<file path="config.mk">
export PLATFORM = sky130hd
export DESIGN_NAME = pipeline_ctrl
export DESIGN_NICKNAME = d
export VERILOG_FILES = /design/src/rtl/pipeline_ctrl.sv
export SDC_FILE = /design/constraint.sdc
export NUM_CORES = 1
export LEC_CHECK = 0
export BUFFER_PORTS_ARGS = -buffer_cell sky130_fd_sc_hd__buf_2
export CAP_MARGIN = 20
export CORE_MARGIN = 5
export CORE_UTILIZATION = 38
export CTS_CLUSTER_DIAMETER = 80
export DETAILED_ROUTE_END_ITERATION = 10
export GPL_ROUTABILITY_DRIVEN = 0
export GPL_TIMING_DRIVEN = 1
export PLACE_DENSITY = 0.7
export SLEW_MARGIN = 20
export SYNTH_ARGS = -nofsm -noshare
export SYNTH_HDL_FRONTEND = slang
export SYNTH_SLANG_ARGS = --single-unit
</file>
<file path="constraint.sdc">
create_clock -name clk -period 3.6 [get_ports clk]
set_input_delay 0.54 -clock clk [delete_from_list [all_inputs] [get_ports clk]]
set_output_delay 0.54 -clock clk [all_outputs]
set_load 0.05 [all_outputs]
</file>
<file path="src/rtl/pipeline_ctrl.sv">
// Pause/flush scheduler for the six back-end pipeline registers, plus front-end redirect and idle-wait control.
// Optional build macro PIPE_PERF_CNT_EN adds stall_cycles / flush_events counters.
module pipeline_ctrl #(
    parameter int STAGES = 6,
    parameter int EX_IDX = 3,
    parameter int PC_W   = 32
) (
    input  logic              clk,
    input  logic              rst,
    input  logic [STAGES-1:0] pause_req,
    input  logic              br_redirect,
    input  logic [PC_W-1:0]   br_target,
    input  logic              exc_commit,
    input  logic [PC_W-1:0]   exc_target,
    input  logic              idle_commit,
    input  logic [PC_W-1:0]   idle_pc,
    input  logic              int_pending,
    input  logic              redirect_ready,
    output logic [STAGES-1:0] pause_o,
    output logic [STAGES-1:0] flush_o,
    output logic [PC_W-1:0]   new_pc,
    output logic              new_pc_valid,
    output logic              idle_o
`ifdef PIPE_PERF_CNT_EN
    ,
    output logic [31:0]       stall_cycles,
    output logic [31:0]       flush_events
`endif
);

    typedef enum logic [1:0] {
        RUN      = 2'd0,
        REDIRECT = 2'd1,
        IDLE     = 2'd2
    } state_t;

    localparam logic [STAGES-1:0] EX_MASK  = STAGES'((1 << (EX_IDX + 1)) - 1);
    localparam logic [STAGES-1:0] FE_MASK  = STAGES'(3);
    localparam logic [STAGES-1:0] ONE_MASK = STAGES'(1);

    state_t            state_p1, state_d;
    logic [PC_W-1:0]   new_pc_p1, new_pc_d;
    logic              vld_p1, vld_d;
    logic              idle_p1, idle_d;
    logic [STAGES-1:0] pause_c, flush_c;
    logic [2*STAGES-1:0] stall_v;
    logic              br_acc;

    // Stall rule over registers lo..STAGES-1: pause up to the highest requester,
    // inject a bubble into the register just above it. Returns {flush, pause}.
    function automatic logic [2*STAGES-1:0] stall_rule(input logic [STAGES-1:0] req,
                                                       input int lo);
        logic [STAGES-1:0] p;
        logic [STAGES-1:0] f;
        int h;
        p = '0;
        f = '0;
        h = -1;
        for (int k = 0; k < STAGES; k++) begin
            if (k >= lo && req[k]) h = k;
        end
        for (int k = 0; k < STAGES; k++) begin
            if (k >= lo && k <= h) p[k] = 1'b1;
            if (h >= 0 && k == h + 1) f[k] = 1'b1;
        end
        return {f, p};
    endfunction

    always_comb begin
        pause_c = '0;
        flush_c = '0;
        stall_v = '0;
        br_acc  = 1'b0;
        if (exc_commit || idle_commit) begin
            flush_c = '1;
        end else if (state_p1 == IDLE) begin
            pause_c = ONE_MASK;
            flush_c = ~ONE_MASK;
        end else if (br_redirect) begin
            br_acc  = 1'b1;
            stall_v = stall_rule(pause_req, EX_IDX + 1);
            pause_c = stall_v[STAGES-1:0];
            flush_c = stall_v[2*STAGES-1:STAGES] | EX_MASK;
        end else if (state_p1 == REDIRECT) begin
            stall_v = stall_rule(pause_req, 2);
            pause_c = stall_v[STAGES-1:0] | FE_MASK;
            flush_c = stall_v[2*STAGES-1:STAGES];
        end else begin
            stall_v = stall_rule(pause_req, 0);
            pause_c = stall_v[STAGES-1:0];
            flush_c = stall_v[2*STAGES-1:STAGES];
        end
    end

    // Flush always wins over pause on the same register.
    assign pause_o = pause_c & ~flush_c;
    assign flush_o = flush_c;

    always_comb begin
        state_d  = state_p1;
        new_pc_d = new_pc_p1;
        vld_d    = vld_p1;
        idle_d   = idle_p1;
        if (exc_commit) begin
            new_pc_d = exc_target;
            vld_d    = 1'b1;
            idle_d   = 1'b0;
            state_d  = REDIRECT;
        end else if (idle_commit) begin
            new_pc_d = idle_pc + PC_W'(4);
            vld_d    = 1'b0;
            idle_d   = 1'b1;
            state_d  = IDLE;
        end else begin
            unique case (state_p1)
                IDLE: begin
                    if (int_pending) begin
                        vld_d   = 1'b1;
                        idle_d  = 1'b0;
                        state_d = REDIRECT;
                    end
                end
                REDIRECT: begin
                    if (br_redirect) begin
                        new_pc_d = br_target;
                        vld_d    = 1'b1;
                    end else if (redirect_ready) begin
                        vld_d   = 1'b0;
                        state_d = RUN;
                    end
                end
                default: begin
                    if (br_redirect) begin
                        new_pc_d = br_target;
                        vld_d    = 1'b1;
                        state_d  = REDIRECT;
                    end
                end
            endcase
        end
    end

    // Registered redirect/idle stage
    always_ff @(posedge clk) begin
        if (rst) begin
            state_p1  <= RUN;
            new_pc_p1 <= '0;
            vld_p1    <= 1'b0;
            idle_p1   <= 1'b0;
        end else begin
            state_p1  <= state_d;
            new_pc_p1 <= new_pc_d;
            vld_p1    <= vld_d;
            idle_p1   <= idle_d;
        end
    end

    assign new_pc       = new_pc_p1;
    assign new_pc_valid = vld_p1;
    assign idle_o       = idle_p1;

`ifdef PIPE_PERF_CNT_EN
    logic [31:0] stall_cnt_p1, flush_cnt_p1;

    always_ff @(posedge clk) begin
        if (rst) begin
            stall_cnt_p1 <= '0;
            flush_cnt_p1 <= '0;
        end else begin
            if (|pause_o) stall_cnt_p1 <= stall_cnt_p1 + 32'd1;
            if (exc_commit || idle_commit || br_acc) flush_cnt_p1 <= flush_cnt_p1 + 32'd1;
        end
    end

    assign stall_cycles = stall_cnt_p1;
    assign flush_events = flush_cnt_p1;
`endif

endmodule

</file>
==> results of run 1 <==
[synth_stat cells, types with 3 or more instances]
| master | number | share of area (%) |
|---|---|---|
| a21oi_1 | 30 | 5.3 |
| a221oi_2 | 9 | 4.8 |
| a22oi_1 | 9 | 2.4 |
| and3_1 | 4 | 0.88 |
| clkbuf_1 | 12 | 1.6 |
| dfxtp_1 | 36 | 25 |
| ha_1 | 9 | 4.0 |
| inv_1 | 17 | 2.3 |
| mux2i_1 | 22 | 7.8 |
| nand2_1 | 25 | 3.3 |
| nand2b_1 | 3 | 0.66 |
| nand3_1 | 14 | 2.5 |
| nand4_1 | 5 | 1.1 |
| nor2_1 | 34 | 4.5 |
| nor2b_1 | 3 | 0.66 |
| nor3_1 | 10 | 1.8 |
| nor4_4 | 3 | 2.3 |
| o211ai_1 | 6 | 1.6 |
| o21ai_0 | 26 | 4.6 |
| o22ai_1 | 10 | 2.2 |
| xnor2_1 | 4 | 1.2 |
| xor2_1 | 23 | 7.1 |
[metal layers]
layer / up-vias / share of wire (%) / wire [um] / GRT usage (%)
li1: 1584 / - / - / -
met4: 0 / 0.87 / 81 / 4.44
met2: 118 / 50 / 4650 / 34.6
met5: - / 0 / 0 / 0
met3: 8 / 6.9 / 640 / 3.28
met1: 1511 / 42 / 3970 / 25.4
[layout make-up]
type                            instances  area share [%]
Tap cell                               99            3.30
Inverter                               17            1.70
Sequential cell                        36            19.2
Clock buffer                            7            2.57
Multi-Input combinational cell        279            51.3
Timing Repair Buffer                  161            21.9
[critical path, delay by kind of cell]
kind	cells	cell delay, ns
and+or+nand+nor	4	0.96
buffers and inverters	5	0.75
AOI/OAI and AO/OA	2	0.30
adders and majority gates	1	0.17
[worst paths after layout]
| check | cells after the start | slack, ns | endpoint | from |
|---|---|---|---|---|
| min | 2 | 0.45 | new_pc[3]$_SDFFE_PP0P_ | new_pc[3]$_SDFFE_PP0P_ |
| min reg2reg | 2 | 0.45 | new_pc[3]$_SDFFE_PP0P_ | new_pc[3]$_SDFFE_PP0P_ |
| max reg2reg | 7 | 1.17 | new_pc[10]$_SDFFE_PP0P_ | state_p1[0]$_SDFFE_PP0P_ |
| max | 12 | 0.34 | flush_o[4] | pause_req[5] |
[logic make-up (layout without fill, tap and decap cells)]
family / count (synthesis) / count (layout) / share of synthesized area, %
XOR/XNOR: 27 / 27 / 8.36
flip-flops: 36 / 36 / 25.5
AND/OR/NAND/NOR: 113 / 113 / 21.6
adder cells (fa/ha/maj): 9 / 9 / 3.98
AO/OA/AOI/OAI: 106 / 106 / 25.4
buffers and inverters: 37 / 185 / 6.59
multiplexers: 24 / 24 / 8.58
[registers in the layout (all words and copies together), names as in the netlist]
signal	cells
new_pc	32
new_pc_valid	1
state_p1	2
idle_o	1
[power by group through the flow]
stage	clock network, mW	registers (mW)	logic [mW]
final	0.320	0.447	0.439
after global routing	0.345	0.450	0.474
after CTS	0.329	0.446	0.440
after detailed placement	0	0.455	0.439
after global placement	0	0.454	0.435
after floorplan	0	0.560	0.187
==> flow_metrics.py, run 1 <==
metrics = {
    "floorplan": {
        "die-height_um": 96.3,
        "start_util_pct": 39.0,
        "die_x_um": 96.3,
        "pin_count": 155,
        "num_rows": 31,
        "die_area_um2": 9270,
        "core_area_um2": 7250,
    },
    "cts": {
        "cts_buffer_depth": 2,
        "insertion_delay_ns": 0.29,
        "clkTransAtPathRegs_ns": 0.07,
        "cts_resized": 0,
        "cts-htree-levels": 2,
        "cts_buffers": 5,
        "cts_tree": "yes",
        "hold_buffers": 0,
        "clock-sinks": 36,
        "cts-root-buf": "clkbuf_8",
        "post_cts_buffers": 0,
    },
    "power": {
        "p_switching_mw": 0.458,
        "p_leak_nw": 1.75,
        "finalPower_mw": 1.21,
        "power_frac_seq_pct": 37.0,
        "powerDensity_nw_per_um2": 321,
        "peakVddDrop_uv": 161,
        "p_comb_share_pct": 36.4,
        "power_frac_clock_pct": 26.6,
        "switching_share_pct": 38.0,
        "intPower_mw": 0.747,
    },
    "placement": {
        "dp.cells": 592,
        "dp_slack_ns": 0.352,
        "portBuffers": 154,
        "hpwlAfterDp_um": 7380,
        "detailed_place.area_um2": 3660,
    },
    "critical_path": {
        "cp.required_ns": 3.06,
        "startpoint_type": "input port",
        "crit_fanout": 7,
        "critPathMaxStageDelay_ns": 0.31,
        "crit_chain": "buf_2 > nor4_2 > inv_1 > nor3_1 > buf_4 > inv_1 > ha_1 > nor4_1 > and4_1 > o21ai_0 > o21ai_1 > buf_2",
        "worstSetupPathType": "input port to primary output",
        "crit_arrival_ns": 2.72,
        "critPathCaptureType": "primary output",
        "slowest_stage": "nor4_2",
    },
    "layout": {
        "layout.cells.most_common": "buf_2",
        "n_antenna_cell": 0,
        "stdcell_count": 599,
        "mostFrequentLayoutCells": "154 x buf_2, 36 x dfxtp_1, 34 x nor2_1",
        "post-route-cell-area_um2": 3750,
        "nFillCells": 747,
        "syn2layout_area_growth_pct": 32.6,
        "num-nets-final": 618,
        "multi_input_area_um2": 1930,
        "layout-drive-gt1-share_pct": 37.6,
        "final_core_util_pct": 51.8,
        "regArea_um2": 721,
    },
    "min_path": {
        "hold_class": "register to register",
    },
    "yosys": {
        "synth_seq_cells": 36,
        "syn_nets": 470,
        "seq_area_frac_synth_pct": 25.5,
        "syn_inst": 352,
        "synth_area_um2": 2830,
        "ys_types": 51,
        "async_reset_ff_share_pct": 0,
        "synth_ff_type": "dfxtp_1",
        "syn_area_per_cell_um2": 8.04,
        "synth-edff-count": 0,
        "ys_warn_count": 0,
    },
    "detailed_routing": {
        "drc": 0,
        "routed_wl_um": 9340,
        "ant_nets": 0,
        "via_per_inst": 5.38,
        "vias": 3221,
        "drt-initial-drc-count": 130,
        "routedWlPerCell_um": 15.6,
        "drt-pass1-iter-count": 4,
    },
    "global_routing": {
        "grt_max_degree": 36,
        "grt_pass1_vias": 3076,
        "grt-ovfl-total": 0,
        "antenna_found_initial": 0,
        "grtUsageTotal_pct": 19.8,
        "grt_pass1_wl_um": 14600,
    },
    "timing": {
        "hold_viol_final": 0,
        "maxSlewViolCount": 0,
        "skew_ns": 0.0103,
        "fin_setup_tns_ns": 0,
        "setup_violations": 0,
        "tightest_slew_ns": 0.856,
        "fin_ws_ns": 0.338,
        "finalCriticalPeriod_ns": 3.26,
        "rsz0062_at_grt": "false",
        "fmax_ghz": 0.307,
        "max_slew_margin_pct": 42.3,
        "whs_ns": 0.452,
        "finalCritPeriodShare_pct": 90.6,
    },
    "run": {
        "cap_violations": 0,
    },
    "status": {
        "status": "completed",
    },
}
Power figures use the tool's default switching activity.
==> run 2: changes to the inputs <==
Settings changed: ABC_AREA from default to 1, CTS_BUF_LIST from default to sky130_fd_sc_hd__clkbuf_2, PLACE_DENSITY 0.7 to 0.68.
==> flow_metrics.py, run 2 <==
metrics = {
    "status": {
        "status": "completed",
    },
    "yosys": {
        "synthMostInstantiatedCell": "nand2_1",
        "ys_warn_count": 0,
        "synthTopCellsByArea": "dfxtp_1 22%, nand2_1 16%, nor2_1 13%",
        "syn_inst": 567,
        "synth_ff_type": "dfxtp_1",
        "async_reset_ff_share_pct": 0,
        "synth_largest_area_cell": "dfxtp_1",
        "seq_area_frac_synth_pct": 22.1,
        "syn_area_per_cell_um2": 5.74,
        "syn_nets": 685,
        "ys_types": 32,
        "ys_top_cells_by_count": "140 x nand2_1, 113 x nor2_1, 64 x inv_1",
        "synth_seq_cells": 36,
        "synth_area_um2": 3250,
        "yosysTopAreaCellShare_pct": 22.1,
        "synth-edff-count": 0,
    },
    "critical_path": {
        "worstSetupPathType": "input port to primary output",
        "cp.depth": 13,
        "crit_chain": "buf_2 > nor2_2 > inv_2 > nor2_4 > inv_1 > ha_1 > nand2_1 > nor4_1 > nand4_1 > nand2_1 > nand2_1 > nand2_1 > buf_2",
        "crit_fanout": 11,
        "cp.buffers_inverters": 4,
        "cpLargestDelayFamily": "simple AND/OR/NAND/NOR gates",
        "cp.required_ns": 3.06,
        "startpoint_type": "input port",
        "worstRegToRegCells": 8,
        "critPathCaptureType": "primary output",
        "critPathMaxStageDelay_ns": 0.39,
        "crit_arrival_ns": 2.52,
        "cp_common_cell": "nand2_1",
        "slowest_stage": "nor4_1",
    },
    "cts": {
        "clkTransAtPathRegs_ns": 0.20,
        "cts_resized": 0,
        "cts_buffers": 5,
        "cts_buffer_depth": 2,
        "hold_buffers": 0,
        "cts-root-buf": "clkbuf_2",
        "cts_tree": "yes",
        "clock-sinks": 36,
        "cts-htree-levels": 2,
        "insertion_delay_ns": 0.39,
        "post_cts_buffers": 0,
    },
    "placement": {
        "hpwlAfterDp_um": 9440,
        "dp_slack_ns": 0.535,
        "dp.cells": 806,
        "portBuffers": 154,
        "detailed_place.area_um2": 4050,
    },
    "detailed_routing": {
        "drc": 0,
        "ant_nets": 0,
        "vias": 4093,
        "routed_wl_um": 11600,
        "drt-initial-drc-count": 181,
        "routedWlPerCell_um": 14.3,
        "via_per_inst": 5.03,
        "drt-pass1-iter-count": 4,
    },
    "timing": {
        "fmax_ghz": 0.327,
        "skew_ns": 0.0190,
        "fin_ws_ns": 0.542,
        "finalCritPeriodShare_pct": 85.0,
        "max_slew_margin_pct": 50.8,
        "tightest_slew_ns": 0.738,
        "setup_violations": 0,
        "hold_viol_final": 0,
        "fin_setup_tns_ns": 0,
        "rsz0062_at_grt": "false",
        "finalCriticalPeriod_ns": 3.06,
        "maxSlewViolCount": 0,
    },
    "layout": {
        "mostFrequentLayoutCells": "154 x buf_2, 140 x nand2_1, 113 x nor2_1",
        "post-route-cell-area_um2": 4120,
        "layout-drive-gt1-share_pct": 27.2,
        "largest_reg_flops": 32,
        "stdcell_count": 814,
        "num-nets-final": 826,
        "n_antenna_cell": 0,
        "syn2layout_area_growth_pct": 26.6,
        "layout.cells.most_common": "buf_2",
    },
    "global_routing": {
        "grt-ovfl-total": 0,
        "grt_pass1_vias": 3988,
        "grt_pass1_wl_um": 18300,
        "grtUsageTotal_pct": 21.7,
        "grt_max_degree": 46,
        "antenna_found_initial": 0,
    },
    "floorplan": {
        "pin_count": 155,
        "num_rows": 33,
        "die_x_um": 103,
        "start_util_pct": 39.2,
        "die-height_um": 103,
        "die_area_um2": 10500,
        "core_area_um2": 8300,
    },
    "min_path": {
        "hold_class": "input port to register",
        "holdPathStages": 3,
    },
    "power": {
        "peakVddDrop_uv": 154,
        "powerDensity_nw_per_um2": 285,
        "p_leak_nw": 2.13,
    },
    "run": {
        "cap_violations": 0,
    },
}
run 2: path summary, 6_finish.rpt:
kind | end | from | slack [ns]
max | flush_o[4] | pause_req[5] | 0.54
min | new_pc[4]$_SDFFE_PP0P_ | exc_target[4] | 0.41
max reg2reg | new_pc[11]$_SDFFE_PP0P_ | state_p1[1]$_SDFFE_PP0P_ | 1.57
min reg2reg | idle_o$_SDFFE_PP0P_ | idle_o$_SDFFE_PP0P_ | 0.48
run 2: power breakdown:
group	internal (mW)	total [mW]	switching (mW)
registers	0.430	0.447	0.0172
logic	0.142	0.458	0.316
clock network	0.116	0.267	0.152
total	0.688	1.17	0.485
run 2: routing by layer:
| metal | global-route usage, % | vias to the layer above | wire length, um |
|---|---|---|---|
| met4 | 7.16 | 0 | 281 |
| met5 | 0 | - | 0 |
| met2 | 37.7 | 167 | 5570 |
| met3 | 4.47 | 16 | 979 |
| met1 | 26.6 | 1811 | 4800 |
| li1 | - | 2099 | - |
run 2: cell families after synthesis:
group                    share of synthesized area, %
AND/OR/NAND/NOR                                  42.6
adder cells (fa/ha/maj)                          3.46
buffers and inverters                            11.9
AO/OA/AOI/OAI                                    18.6
XOR/XNOR                                         1.35
flip-flops                                       22.1
run 2: area by class of cell:
class	count	area, um2
multi-input combinational	437	2150
clock inverter	3	42.5
sequential	36	721
tap	105	131
fill	905	4180
timing repair buffer	155	778
inverter	73	274
clock buffer	5	25.0
run 2: per-stage QoR:
step                      hold slack [ns]  utilization, %  power [mW]
after floorplan                     0.464               -       0.759
after CTS                           0.385            49.6        1.18
final                               0.406            49.6        1.17
after detailed placement            0.463            48.8       0.913
after global routing                0.376            49.6        1.25
after global placement              0.457            48.8       0.907
run 2: worst reg2reg max path, stage by stage, from the launching register on:
cell	delay, ns
dfxtp_1	0.41
ha_1	0.31
inv_2	0.11
nand2_4	0.09
nand2_2	0.17
inv_2	0.46
a22o_1	0.26
a21oi_1	0.05
nor2_1	0.14
